## config.mk

```make
export PLATFORM = sky130hd
export DESIGN_NAME = jtag_tap_controller
export DESIGN_NICKNAME = d
export VERILOG_FILES = /design/src/rtl/jtag_pkg.sv /design/src/rtl/jtag_tap_fsm.sv /design/src/rtl/jtag_tap_controller.sv
export SDC_FILE = /design/constraint.sdc
export NUM_CORES = 1
export LEC_CHECK = 0
export CAP_MARGIN = 10
export CORE_AREA = 2 2 66 68
export DETAILED_ROUTE_END_ITERATION = 10
export DIE_AREA = 0 0 68 70
export GPL_ROUTABILITY_DRIVEN = 0
export PLACE_DENSITY = 0.77
export SLEW_MARGIN = 20
export SYNTH_ARGS = -nofsm -noshare
export SYNTH_HDL_FRONTEND = slang
export SYNTH_SLANG_ARGS = --single-unit
```

## constraint.sdc

```tcl
create_clock -name TCK -period 5.5 [get_ports TCK]
set_clock_uncertainty 0.1 [all_clocks]
set_input_delay 1.65 -clock TCK [delete_from_list [all_inputs] [get_ports TCK]]
set_output_delay 1.65 -clock TCK [all_outputs]
set_load 0.02 [all_outputs]
```

## src/rtl/jtag_pkg.sv

```systemverilog
// Shared TAP definitions: state encoding, opcodes and the 1149.1 next-state function.
package jtag_pkg;

  typedef enum logic [3:0] {
    EX2_DR = 4'h0, EX1_DR = 4'h1, SH_DR  = 4'h2, PA_DR  = 4'h3,
    SEL_IR = 4'h4, UPD_DR = 4'h5, CAP_DR = 4'h6, SEL_DR = 4'h7,
    EX2_IR = 4'h8, EX1_IR = 4'h9, SH_IR  = 4'hA, PA_IR  = 4'hB,
    RTI    = 4'hC, UPD_IR = 4'hD, CAP_IR = 4'hE, TLR    = 4'hF
  } tap_state_t;

  localparam logic [3:0] OP_EXTEST  = 4'b0000;
  localparam logic [3:0] OP_SAMPLE  = 4'b0001;
  localparam logic [3:0] OP_IDCODE  = 4'b0010;
  localparam logic [3:0] OP_BYPASS  = 4'b1111;
  localparam logic [3:0] IR_CAPTURE = 4'b0001;

  function automatic tap_state_t tap_next(input tap_state_t s, input logic tms);
    tap_state_t n;
    n = TLR;
    case (s)
      TLR:    n = tms ? TLR    : RTI;
      RTI:    n = tms ? SEL_DR : RTI;
      SEL_DR: n = tms ? SEL_IR : CAP_DR;
      CAP_DR: n = tms ? EX1_DR : SH_DR;
      SH_DR:  n = tms ? EX1_DR : SH_DR;
      EX1_DR: n = tms ? UPD_DR : PA_DR;
      PA_DR:  n = tms ? EX2_DR : PA_DR;
      EX2_DR: n = tms ? UPD_DR : SH_DR;
      UPD_DR: n = tms ? SEL_DR : RTI;
      SEL_IR: n = tms ? TLR    : CAP_IR;
      CAP_IR: n = tms ? EX1_IR : SH_IR;
      SH_IR:  n = tms ? EX1_IR : SH_IR;
      EX1_IR: n = tms ? UPD_IR : PA_IR;
      PA_IR:  n = tms ? EX2_IR : PA_IR;
      EX2_IR: n = tms ? UPD_IR : SH_IR;
      UPD_IR: n = tms ? SEL_DR : RTI;
      default: n = TLR;
    endcase
    return n;
  endfunction

endpackage

```

## src/rtl/jtag_tap_fsm.sv

```systemverilog
// TAP state register; advances on rising TCK, forced to Test-Logic-Reset by TRST.
module jtag_tap_fsm
  import jtag_pkg::*;
(
  input  logic       i_tck,
  input  logic       i_trst,
  input  logic       i_tms,
  output tap_state_t o_state
);

  tap_state_t r_state;

  always_ff @(posedge i_tck or posedge i_trst) begin
    if (i_trst) r_state <= TLR;
    else        r_state <= tap_next(r_state, i_tms);
  end

  assign o_state = r_state;

endmodule

```

## src/rtl/jtag_tap_controller.sv

```systemverilog
// TAP controller: IR, IDCODE/bypass registers, TDO mux and gated BSR strobes.
module jtag_tap_controller
  import jtag_pkg::*;
#(
  parameter int          IR_WIDTH   = 4,
  parameter logic [31:0] IDCODE_VAL = 32'h1000_0001
) (
  input  logic       TCK,
  input  logic       TRST,
  input  logic       TMS,
  input  logic       TDI,
  output logic       TDO,
  output logic       tdo_en,
  output logic       bsr_tdi,
  input  logic       bsr_tdo,
  output logic       shift_dr,
  output logic       capture_dr,
  output logic       update_dr,
  output logic       mode,
  output logic [3:0] tap_state
);

  tap_state_t          w_state;
  logic [IR_WIDTH-1:0] r_ir_shift;
  logic [IR_WIDTH-1:0] r_ir_latch;
  logic [31:0]         r_idcode;
  logic                r_bypass;
  logic                r_tdo;
  logic                r_tdo_en;
  logic                r_shift_dr;
  logic                r_en_cap;
  logic                r_en_upd;
  logic                w_sel_bsr;
  logic                w_sel_id;
  logic                w_sel_byp;
  logic                w_dr_tdo;

  jtag_tap_fsm u_fsm (
    .i_tck   (TCK),
    .i_trst  (TRST),
    .i_tms   (TMS),
    .o_state (w_state)
  );

  // Unrecognised opcodes fall through to bypass.
  assign w_sel_bsr = (r_ir_latch == OP_EXTEST) || (r_ir_latch == OP_SAMPLE);
  assign w_sel_id  = (r_ir_latch == OP_IDCODE);
  assign w_sel_byp = !w_sel_bsr && !w_sel_id;
  assign w_dr_tdo  = w_sel_bsr ? bsr_tdo : (w_sel_id ? r_idcode[0] : r_bypass);

  always_ff @(posedge TCK or posedge TRST) begin
    if (TRST) begin
      r_ir_shift <= IR_CAPTURE;
      r_bypass   <= 1'b0;
      r_idcode   <= IDCODE_VAL;
    end else begin
      case (w_state)
        TLR: begin
          r_ir_shift <= IR_CAPTURE;
          r_bypass   <= 1'b0;
          r_idcode   <= IDCODE_VAL;
        end
        CAP_IR: r_ir_shift <= IR_CAPTURE;
        SH_IR:  r_ir_shift <= {TDI, r_ir_shift[IR_WIDTH-1:1]};
        CAP_DR: begin
          if (w_sel_id)  r_idcode <= IDCODE_VAL;
          if (w_sel_byp) r_bypass <= 1'b0;
        end
        SH_DR: begin
          if (w_sel_id)  r_idcode <= {TDI, r_idcode[31:1]};
          if (w_sel_byp) r_bypass <= TDI;
        end
        default: ;
      endcase
    end
  end

  // Everything that feeds a pin or a strobe enable changes only while TCK is low.
  always_ff @(negedge TCK or posedge TRST) begin
    if (TRST) begin
      r_ir_latch <= OP_IDCODE;
      r_tdo      <= 1'b0;
      r_tdo_en   <= 1'b0;
      r_shift_dr <= 1'b0;
      r_en_cap   <= 1'b0;
      r_en_upd   <= 1'b0;
    end else begin
      if (w_state == TLR)         r_ir_latch <= OP_IDCODE;
      else if (w_state == UPD_IR) r_ir_latch <= r_ir_shift;
      r_tdo_en   <= (w_state == SH_DR) || (w_state == SH_IR);
      r_tdo      <= (w_state == SH_IR) ? r_ir_shift[0] :
                    (w_state == SH_DR) ? w_dr_tdo : 1'b0;
      r_shift_dr <= (w_state == SH_DR);
      r_en_cap   <= w_sel_bsr && ((w_state == CAP_DR) || (w_state == SH_DR));
      r_en_upd   <= w_sel_bsr && (w_state == UPD_DR);
    end
  end

  assign TDO        = r_tdo;
  assign tdo_en     = r_tdo_en;
  assign bsr_tdi    = TDI;
  assign shift_dr   = r_shift_dr;
  assign capture_dr = TCK & r_en_cap;
  assign update_dr  = TCK & r_en_upd;
  assign mode       = (r_ir_latch == OP_EXTEST);
  assign tap_state  = w_state;

endmodule

```

==> metrics.md, run 1 <==
| Metric | Value |
|---|---|
| Die height | 70 µm |
| Leading area contributor after synthesis | dfrtp_1 |
| Layout Area Growth over Synthesis | 14.5% |
| Hold/Removal Path Class | register to register |
| Placeable Area | 4140 µm² |
| Largest net degree at the start of global routing | 33 |
| 1st-iter DRT viols | 144 |
| Ys flop type | dfrtp_1 |
| Row Count | 24 |
| Mux cell area share after synthesis | 14.4% |
| Status | finished with violations |
| Syn Inst Count | 235 |
| Critical R2R Launch | r_ir_latch[3]$_DFFE_NP0P_ |
| Crit path kind | register to output port |
| Post-DRT Antenna Nets | 0 |
| Total of max-cap violations | 0 |
| Setup TNS | -0.474 ns |
| Synthesized area | 2380 µm² |
| Setup crit start | r_ir_latch[1]$_DFFE_NP1P_ |
| Critical path capture point type | output port |
| Main combinational cell family by area after synthesis | simple AND/OR/NAND/NOR gates |
| PortBufs | 15 |
| Final setup fails | 5 |
| Fin. max-slew vios | 0 |
| WHS | 0.425 ns |
| Simple-gate share of the synthesized area | 20.2% |
| Effective utilization at floorplan | 57.4% |
| Pre-Repair DR Iteration Count | 4 |
| Worst setup margin | -0.405 ns |
| Via count | 1683 |
| First-pass GRT wire length | 7280 µm |
| Worst EP required | 3.75 ns |
| Final WL | 4100 µm |
| Overall Global Routing Usage | 20.4% |
| Worst-path maximum fanout | 2 |
| Vias in the first global route | 1658 |
| Area of the multi-input gates | 1000 µm² |
| Maximum VDD drop | 356 µV |
| Final hold vios | 0 |
| Seq cells post-synth | 50 |
| Post-CTS Setup Bufs | 0 |
| Cell variety after synth | 37 |
| CTS Hold Bufs | 0 |
| DP HPWL | 2520 µm |
| CTS tree | yes |
| Min-Delay Startpoint | r_idcode[13]$_DFFE_PP0P_ |
| Share of the synthesized area in the top cell type | 35.8% |
| Avg WL per Cell | 13.3 µm |
| CTS clk-pin slew, worst paths | 0.09 ns |
| Congestion Overflow GR | 0 |
| Adder-Cell Fraction of Synth Area | 0% |
| Synth Area in XOR/XNOR | 0% |
| Yosys Warn Count | 0 |
| Slew HR | 67.0% |
| Clk Latency, worst-skew pair | 0.47 ns |
| Die width | 68 µm |
| Initial antenna violation count | 0 |
| Nets | 259 |
| Number of inserted diodes | 0 |
| FF/Latch Area | 1260 µm² |
| Worst setup SP type | register |
| Top cells by area, synth | dfrtp_1 (36%), mux2i_1 (14%), nand2_1 (11%) |
| CP arrival | 4.15 ns |
| # fillers | 328 |
| Syn_area_per_cell | 10.1 µm² |
| Synth Area in Compound Gates | 7.11% |
| Share of layout cells above drive strength 1 | 18.0% |
| RSZ-0062 raised after global routing | yes |
| Register area share after synthesis | 53.1% |
| Failing checks | negative setup slack |
| Drt via density | 5.46 |
| Die ar. | 4760 µm² |
| Lkg Pwr | 1.36 nW |
| Worst slack, placed | -0.408 ns |
| Ys async rst share | 100% |
| DR DRC count | 0 |
| Pwr Density | 475 nW/µm² |
| Post-synth net total | 240 |
| Post-synth EDFFs | 0 |
| Slew @ Worst Pin | 0.496 ns |
| Ports | 16 |
[cell usage in the layout, fill, tap and decap left out, drive strengths merged]
master	netlist	final
inv	7	6
nor3	1	1
o31ai	2	2
a22oi	2	2
or3	1	1
mux2i	33	33
and4	1	1
o221ai	1	1
clkdlybuf4s50	0	9
buf	9	16
a21boi	2	2
and3b	1	1
a41oi	2	2
o221a	1	1
nand3	1	1
nand2	71	71
mux2	1	1
clkinv	0	2
nand4	2	2
clkbuf	8	10
nor2b	2	2
and2	2	2
a21o	1	1
nor4	2	2
o21ai	9	9
o41ai	1	1
nor2	10	10
dfstp	8	8
a32o	1	1
clkinvlp	0	2
dfrtp	34	34
nand2b	5	5
dfrtn	8	8
a21oi	3	3
nor4b	1	1
nor3b	2	2
[per-stage QoR]
stage / power (mW) / instances / utilization, % / area [µm²]
after detailed placement: 0.999 / 295 / 62.1 / 2570
after floorplan: 0.852 / 235 / - / 2380
final: 1.29 / 308 / 65.7 / 2720
after CTS: 1.30 / 308 / 65.5 / 2710
after global placement: 0.992 / 295 / 62.1 / 2570
after global routing: 1.38 / 308 / 65.7 / 2720
[synth_stat cells (all sizes together), types with 2 or more instances]
library cell  count
nand4             2
and2              2
a21oi             3
nor4              2
buf               9
inv               7
o31ai             2
nand2b            5
clkbuf            8
o21ai             9
mux2i            33
nand2            71
a41oi             2
dfrtp            34
nor2b             2
a21boi            2
dfrtn             8
dfstp             8
nor3b             2
a22oi             2
nor2             10
[layer usage]
| metal | vias up | global-route usage (%) | share of wire [%] |
|---|---|---|---|
| met2 | 43 | 28.4 | 46 |
| met3 | 10 | 4.99 | 3.9 |
| li1 | 826 | - | - |
| met1 | 804 | 28.1 | 47 |
| met4 | 0 | 13.3 | 2.4 |
| met5 | - | 0 | 0 |
[state kept, by name, indices dropped and copies added, names as in the netlist]
register       cells
r_idcode          32
r_ir_latch         4
r_ir_shift         4
u_fsm.o_state      4
TDO                1
r_bypass           1
r_en_cap           1
r_en_upd           1
shift_dr           1
tdo_en             1
[power by group]
group / total, mW / leakage [nW] / internal [mW] / switching (mW)
sequential: 0.557 / 0.666 / 0.453 / 0.104
combinational: 0.427 / 0.593 / 0.189 / 0.238
clock: 0.309 / 0.100 / 0.162 / 0.146
total: 1.29 / 1.36 / 0.804 / 0.488
[critical path: stages (launching register included)]
cell	delay [ns]
dfstp_2	0.36
or3_4	0.38
nor2_4	0.09
buf_6	0.11
[area by class of cell]
class / count / share of cell area (%)
well taps: 52 / 2.39
flip-flops and latches: 50 / 46.3
clock buffers: 12 / 5.51
inverters: 6 / 0.965
multi-input cells: 161 / 36.9
clock inverters: 4 / 0.919
repair buffers: 23 / 7.03
[repair_timing]
action,CTS,global route
pin swaps,2,0
resized for setup,30,3
setup endpoints to repair,8,5
[final timing paths]
path,endpoint,slack [ns],cells after the start
max in group asynchronous,r_ir_latch[1]$_DFFE_NP1P_,0.93,2
worst max-delay path,mode,-0.40,3
min in group asynchronous,r_ir_shift[3]$_DFFE_PP0P_,1.67,3
worst min-delay path,r_idcode[12]$_DFFE_PP0P_,0.43,2
worst min register to register,r_idcode[12]$_DFFE_PP0P_,0.43,2
worst max register to register,r_idcode[22]$_DFFE_PP0P_,1.08,5
[kinds of logic (layout without fill, tap and decap cells)]
group / after synthesis / in the layout
and+or+nand+nor: 102 / 102
DFF: 50 / 50
muxes: 34 / 34
AOI/OAI and AO/OA: 25 / 25
buffers and inverters: 24 / 45
(Power assumes the default switching activity.)
==> inputs of run 2 (changes only) <==
Settings changed: CORE_AREA 2 2 66 68 to 2 2 72 74, DIE_AREA 0 0 68 70 to 0 0 74 76, PLACE_DENSITY 0.77 to 0.69.
==> metrics.md, run 2 (same netlist as run 1, synthesis figures left out) <==
| Metric | Value |
|---|---|
| Status | finished with violations (unchanged) |
| Failing checks | negative setup slack (unchanged) |
| Number of inserted diodes | 0 (unchanged) |
| Most frequent cells in the layout | nand2_1 (71), dfrtp_1 (34), mux2i_1 (33) (unchanged) |
| Top delay family on crit path | simple AND/OR/NAND/NOR gates (unchanged) |
| Worst hold endpoint | r_idcode[9]$_DFFE_PP0P_ (was r_idcode[12]$_DFFE_PP0P_) |
| Total of max-cap violations | 0 (unchanged) |
| Layout Area Growth over Synthesis | 17.1% (was 14.5%) |
| Total Power | 1.37 mW (was 1.29 mW) |
| Overall Global Routing Usage | 17.5% (was 20.4%) |
| Congestion Overflow GR | 0 (unchanged) |
| DP HPWL | 2630 µm (was 2520 µm) |
| CP Buf/Inv Count | 1 (unchanged) |
| Share of layout cells above drive strength 1 | 18.0% (unchanged) |
| Largest net degree at the start of global routing | 32 (was 33) |
| FF/Latch Area | 1260 µm² (unchanged) |
| Slew @ Worst Pin | 0.501 ns (was 0.496 ns) |
| CTS clk-pin slew, worst paths | 0.09 ns (about the same) |
| Die ar. | 5620 µm² (was 4760 µm²) |
| Clock power frac | 27.5% (was 23.9%) |
| Initial antenna violation count | 0 (unchanged) |
| Hold/Removal Path Class | register to register (unchanged) |
| Drt via density | 5.20 (was 5.46) |
| Sw frac | 35.9% (was 37.8%) |
| Via count | 1696 (was 1683) |
| Fin. max-slew vios | 0 (unchanged) |
| Worst r2r path cells | 5 (unchanged) |
| Post-CTS Setup Bufs | 0 (unchanged) |
| Internal Power | 0.876 mW (was 0.804 mW) |
| Nets | 259 (unchanged) |
| Seq pwr share | 40.9% (was 43.1%) |
| Worst path depth | 3 (unchanged) |
| Worst EP required | 3.75 ns (about the same) |
| Min-Delay Startpoint | r_idcode[10]$_DFFE_PP0P_ (was r_idcode[13]$_DFFE_PP0P_) |
| Critical R2R Launch | r_ir_latch[0]$_DFFE_NP0P_ (was r_ir_latch[3]$_DFFE_NP0P_) |
| Largest register by flop count | r_idcode (unchanged) |
| Critical-path cell list | or3_4, nor2_4, buf_6 (unchanged) |
| Effective utilization at floorplan | 48.4% (was 57.4%) |
| Worst slack, placed | -0.406 ns (was -0.408 ns) |
| Commonest non-fill, non-tap cell in the layout | nand2_1 (unchanged) |
| Worst setup margin | -0.367 ns (was -0.405 ns) |
| Final setup fails | 5 (unchanged) |
| Max reg flops | 32 (unchanged) |
| Pwr Density | 491 nW/µm² (was 475 nW/µm²) |
| 1st-iter DRT viols | 164 (was 144) |
| Reg2Reg Setup Slack | 1.09 ns (was 1.08 ns) |
| Final WL | 4380 µm (was 4100 µm) |
| Net switching power | 0.490 mW (was 0.488 mW) |
| Setup TNS | -0.446 ns (was -0.474 ns) |
| Row Count | 26 (was 24) |
| Maximum VDD drop | 273 µV (was 356 µV) |
| RR Endpoint | r_idcode[16]$_DFFE_PP0P_ (was r_idcode[22]$_DFFE_PP0P_) |
| Worst-path maximum fanout | 2 (unchanged) |
| Pre-Repair DR Iteration Count | 5 (was 4) |
| PortBufs | 15 (unchanged) |
| Clk Latency, worst-skew pair | 0.47 ns (about the same) |
| CP arrival | 4.12 ns (was 4.15 ns) |
| Die height | 76 µm (was 70 µm) |
| Crit path kind | register to output port (unchanged) |
| # fillers | 430 (was 328) |
| Avg WL per Cell | 13.4 µm (was 13.3 µm) |
| Final hold vios | 0 (unchanged) |
| Lkg Pwr | 1.39 nW (was 1.36 nW) |
| RSZ-0062 raised after global routing | yes (unchanged) |
| Post-layout util | 56.7% (was 65.7%) |
| Crit path largest cell delay | 0.36 ns (was 0.38 ns) |
| Hold depth | 2 (unchanged) |
| Setup crit start | r_ir_latch[1]$_DFFE_NP1P_ (unchanged) |
| First-pass GRT wire length | 7570 µm (was 7280 µm) |
| Gate power share | 31.5% (was 33.0%) |
| WHS | 0.425 ns (about the same) |
| Placeable Area | 4910 µm² (was 4140 µm²) |
| Post-DRT Antenna Nets | 0 (unchanged) |
| DR DRC count | 0 (unchanged) |
| Ports | 16 (unchanged) |
| CTS tree | yes (unchanged) |
| CTS Hold Bufs | 0 (unchanged) |
| Die width | 74 µm (was 68 µm) |
| Slew HR | 66.6% (was 67.0%) |
| Vias in the first global route | 1635 (was 1658) |
| CP max stage cell | dfstp_2 (was or3_4) |
| Critical path capture point type | output port (unchanged) |
| Worst setup SP type | register (unchanged) |
| Area of the multi-input gates | 1000 µm² (unchanged) |
-- run 2: tightest hold or removal path: cells and delay by family (launching register included) --
| kind | cells | cell delay (ns) |
|---|---|---|
| flip-flops | 1 | 0.39 |
| multiplexers | 1 | 0.05 |
| AND/OR/NAND/NOR | 1 | 0.05 |
-- run 2: area by class of cell --
type | instances | share of cell area [%]
tap | 70 | 3.15
sequential | 50 | 45.3
multi-input combinational | 161 | 36.0
inverter | 6 | 0.944
timing repair buffer | 23 | 6.88
clock inverter | 3 | 1.39
clock buffer | 13 | 6.29
-- run 2: power groups by stage --
stage	clock network, mW	registers [mW]	logic, mW
global placement	0.0115	0.563	0.425
CTS	0.382	0.559	0.431
global route	0.399	0.575	0.470
detailed placement	0.0115	0.563	0.427
finish	0.376	0.559	0.431
floorplan	0.00722	0.526	0.319
-- run 2: per-layer routing --
metal	GRT usage [%]	up-vias	share of wire [%]
li1	-	828	-
met1	25.6	841	50
met2	23.3	21	46
met3	4.76	6	2.7
met4	9.64	0	1.8
met5	0	-	0
-- run 2: how the worst max path moves through the flow --
stage                     endpoint  slack, ns
after floorplan               mode       0.02
after global placement        mode      -0.40
after global routing          mode      -0.41
after CTS                     mode      -0.38
after detailed placement      mode      -0.41
final                         mode      -0.37
-- run 2: timing repair --
action	4_1_cts	5_1_grt
gates resized for setup	33	0
setup endpoints to repair	8	5
pin swaps	2	0
gates cloned	0	0
-- run 2: per-stage QoR --
step / cells / instance area (µm²)
after floorplan: 235 / 2380
after global placement: 313 / 2600
after detailed placement: 313 / 2600
after CTS: 326 / 2780
after global routing: 326 / 2780
final: 326 / 2780
==> inputs of run 3 (changes only) <==
Settings changed: ABC_AREA from default to 1, CORE_AREA 2 2 72 74 to 2 2 73 75, DIE_AREA 0 0 74 76 to 0 0 75 77.
==> metrics.md, run 3 <==
| Metric | Value |
|---|---|
| Final setup fails | 5 (unchanged) |
| Commonest non-fill, non-tap cell in the layout | nand2_1 (unchanged) |
| Main combinational cell family by area after synthesis | simple AND/OR/NAND/NOR gates (unchanged) |
| DR DRC count | 0 (unchanged) |
| Synthesized area | 2450 µm² (was 2380 µm²) |
| Non-Filler Instances | 421 (was 326) |
| RSZ-0062 raised after global routing | yes (unchanged) |
| Adder-Cell Fraction of Synth Area | 0% (unchanged) |
| Via count | 1938 (was 1696) |
| Cell count after placement | 405 (was 313) |
| Worst setup margin | -0.288 ns (was -0.367 ns) |
| Final hold vios | 0 (unchanged) |
| WHS | 0.369 ns (was 0.425 ns) |
| Nets | 354 (was 259) |
| Worst setup SP type | register (unchanged) |
| Crit path kind | register to output port (unchanged) |
| Largest net degree at the start of global routing | 33 (was 32) |
| Initial antenna violation count | 0 (unchanged) |
| Total of max-cap violations | 0 (unchanged) |
| Ys async rst share | 100% (unchanged) |
| # fillers | 490 (was 430) |
| CTS clk-pin slew, worst paths | 0.10 ns (was 0.09 ns) |
| CTS tree | yes (unchanged) |
| Cell variety after synth | 24 (was 37) |
| DP HPWL | 2880 µm (was 2630 µm) |
| Mux cell area share after synthesis | 0% (was 14.4%) |
| Most frequent cells in the layout | nand2_1 (120), inv_1 (46), nor2_1 (41) (was nand2_1 (71), dfrtp_1 (34), mux2i_1 (33)) |
| Pwr Density | 486 nW/µm² (was 491 nW/µm²) |
| Fin area | 2830 µm² (was 2780 µm²) |
| Congestion Overflow GR | 0 (unchanged) |
| Max reg flops | 32 (unchanged) |
| Number of inserted diodes | 0 (unchanged) |
| Register area share after synthesis | 51.6% (was 53.1%) |
| Top cells by area, synth | dfrtp_1 (35%), nand2_1 (19%), dfstp_2 (8.6%) (was dfrtp_1 (36%), mux2i_1 (14%), nand2_1 (11%)) |
| Worst-path maximum fanout | 2 (unchanged) |
| Hold/Removal Path Class | register to register (unchanged) |
| First-pass GRT wire length | 8280 µm (was 7570 µm) |
| Effective utilization at floorplan | 49.1% (was 48.4%) |
| Post-DRT Antenna Nets | 0 (unchanged) |
| Lkg Pwr | 1.44 nW (was 1.39 nW) |
| Ports | 16 (unchanged) |
| Syn Inst Count | 323 (was 235) |
| Failing checks | negative setup slack (unchanged) |
| Most common cell in the netlist | nand2_1 (unchanged) |
| Vias in the first global route | 1964 (was 1635) |
| Area after DPL | 2660 µm² (was 2600 µm²) |
| FF/Latch Area | 1260 µm² (unchanged) |
| Largest register by flop count | r_idcode (unchanged) |
| Simple-gate share of the synthesized area | 33.6% (was 20.2%) |
| Maximum VDD drop | 334 µV (was 273 µV) |
| Overall Global Routing Usage | 18.6% (was 17.5%) |
| Synth Area in XOR/XNOR | 0% (unchanged) |
| Slew HR | 60.0% (was 66.6%) |
| Commonest cells in the synthesized netlist | nand2_1 (121), inv_1 (48), nor2_1 (43), dfrtp_1 (34), nand3_1 (13) (was nand2_1 (71), dfrtp_1 (34), mux2i_1 (33), nor2_1 (10), o21ai_0 (9)) |
| Leading area contributor after synthesis | dfrtp_1 (unchanged) |
| Clk Latency, worst-skew pair | 0.47 ns (about the same) |
| CTS Hold Bufs | 0 (unchanged) |
| Share of the synthesized area in the top cell type | 34.8% (was 35.8%) |
| Yosys Warn Count | 0 (unchanged) |
| Slew @ Worst Pin | 0.598 ns (was 0.501 ns) |
| Fin. max-slew vios | 0 (unchanged) |
| Syn_area_per_cell | 7.57 µm² (was 10.1 µm²) |
| Setup TNS | -0.311 ns (was -0.446 ns) |
| Pre-Repair DR Iteration Count | 4 (was 5) |
| Worst EP required | 3.75 ns (about the same) |
| Die ar. | 5780 µm² (was 5620 µm²) |
| Die width | 75 µm (was 74 µm) |
| Layout Area Growth over Synthesis | 15.8% (was 17.1%) |
| Seq cells post-synth | 50 (unchanged) |
| PortBufs | 15 (unchanged) |
| CP arrival | 4.04 ns (was 4.12 ns) |
| Synth Area in Compound Gates | 3.17% (was 7.11%) |
| Row Count | 26 (unchanged) |
| Share of layout cells above drive strength 1 | 17.7% (was 18.0%) |
| Die height | 77 µm (was 76 µm) |
| Avg WL per Cell | 10.8 µm (was 13.4 µm) |
| Placeable Area | 4980 µm² (was 4910 µm²) |
| Post-synth net total | 328 (was 240) |
| Ys flop type | dfrtp_1 (unchanged) |
| Post-synth EDFFs | 0 (unchanged) |
| Drt via density | 4.60 (was 5.20) |
| Status | finished with violations (unchanged) |
| Total Power | 1.38 mW (was 1.37 mW) |
| Final WL | 4540 µm (was 4380 µm) |
| Critical path capture point type | output port (unchanged) |
| Area of the multi-input gates | 907 µm² (was 1000 µm²) |
| 1st-iter DRT viols | 142 (was 164) |
## run 3: worst max-delay path: stages (launching register included)
cell and delay, ns:
dfrtn_1 0.37, nor2_2 0.16, nand2_2 0.07, nor2_2 0.13, buf_6 0.13
## run 3: where the power goes
| part | internal, mW | switching (mW) |
|---|---|---|
| Clock | 0.165 | 0.155 |
| Sequential | 0.458 | 0.0632 |
| Combinational | 0.202 | 0.332 |
## run 3: layout make-up
class / instances / area share [%]
Inverter: 47 / 6.36
Timing Repair Buffer: 25 / 7.38
Clock inverter: 6 / 1.28
Multi-Input combinational cell: 211 / 32.0
Tap cell: 70 / 3.09
Sequential cell: 50 / 44.5
Clock buffer: 12 / 5.30
## run 3: repair_timing
action                     CTS  global route
cloned                       0             0
resized for setup           34             1
pin swaps                    1             1
setup endpoints to repair    8             6
setup buffers                1             2
## run 3: path summary, 6_finish.rpt
path	startpoint	endpoint	slack, ns	cells past startpoint
hold reg to reg	r_idcode[28]$_DFFE_PP1P_	r_idcode[28]$_DFFE_PP1P_	0.37	2
setup reg to reg	r_ir_latch[1]$_DFFE_NP1P_	r_idcode[14]$_DFFE_PP0P_	1.01	7
setup / recovery	r_ir_latch[2]$_DFFE_NP0P_	mode	-0.29	4
hold / removal	r_idcode[28]$_DFFE_PP1P_	r_idcode[28]$_DFFE_PP1P_	0.37	2
min in group asynchronous	TRST	r_idcode[12]$_DFFE_PP0P_	1.69	3
max in group asynchronous	TRST	r_ir_latch[1]$_DFFE_NP1P_	0.90	2
## run 3: metal layers
metal  vias up  share of wire [%]  GRT usage [%]
li1       1005                  -              -
met1       891                 47           24.6
met2        36                 47           28.2
met3         6                4.1           5.91
met4         0                1.5           7.32
met5         -                  0              0
## run 3: cells by family after synthesis
group                  Yosys count
and+or+nand+nor                197
buffers and inverters           62
AOI/OAI and AO/OA               14
DFF                             50
## run 3: stage by stage
stage | worst slack (ns) | util [%]
after detailed placement | -0.314 | 53.4
after floorplan | 0.0514 | -
final | -0.288 | 56.9
after CTS | -0.287 | 56.5
after global placement | -0.283 | 53.4
after global routing | -0.324 | 56.9
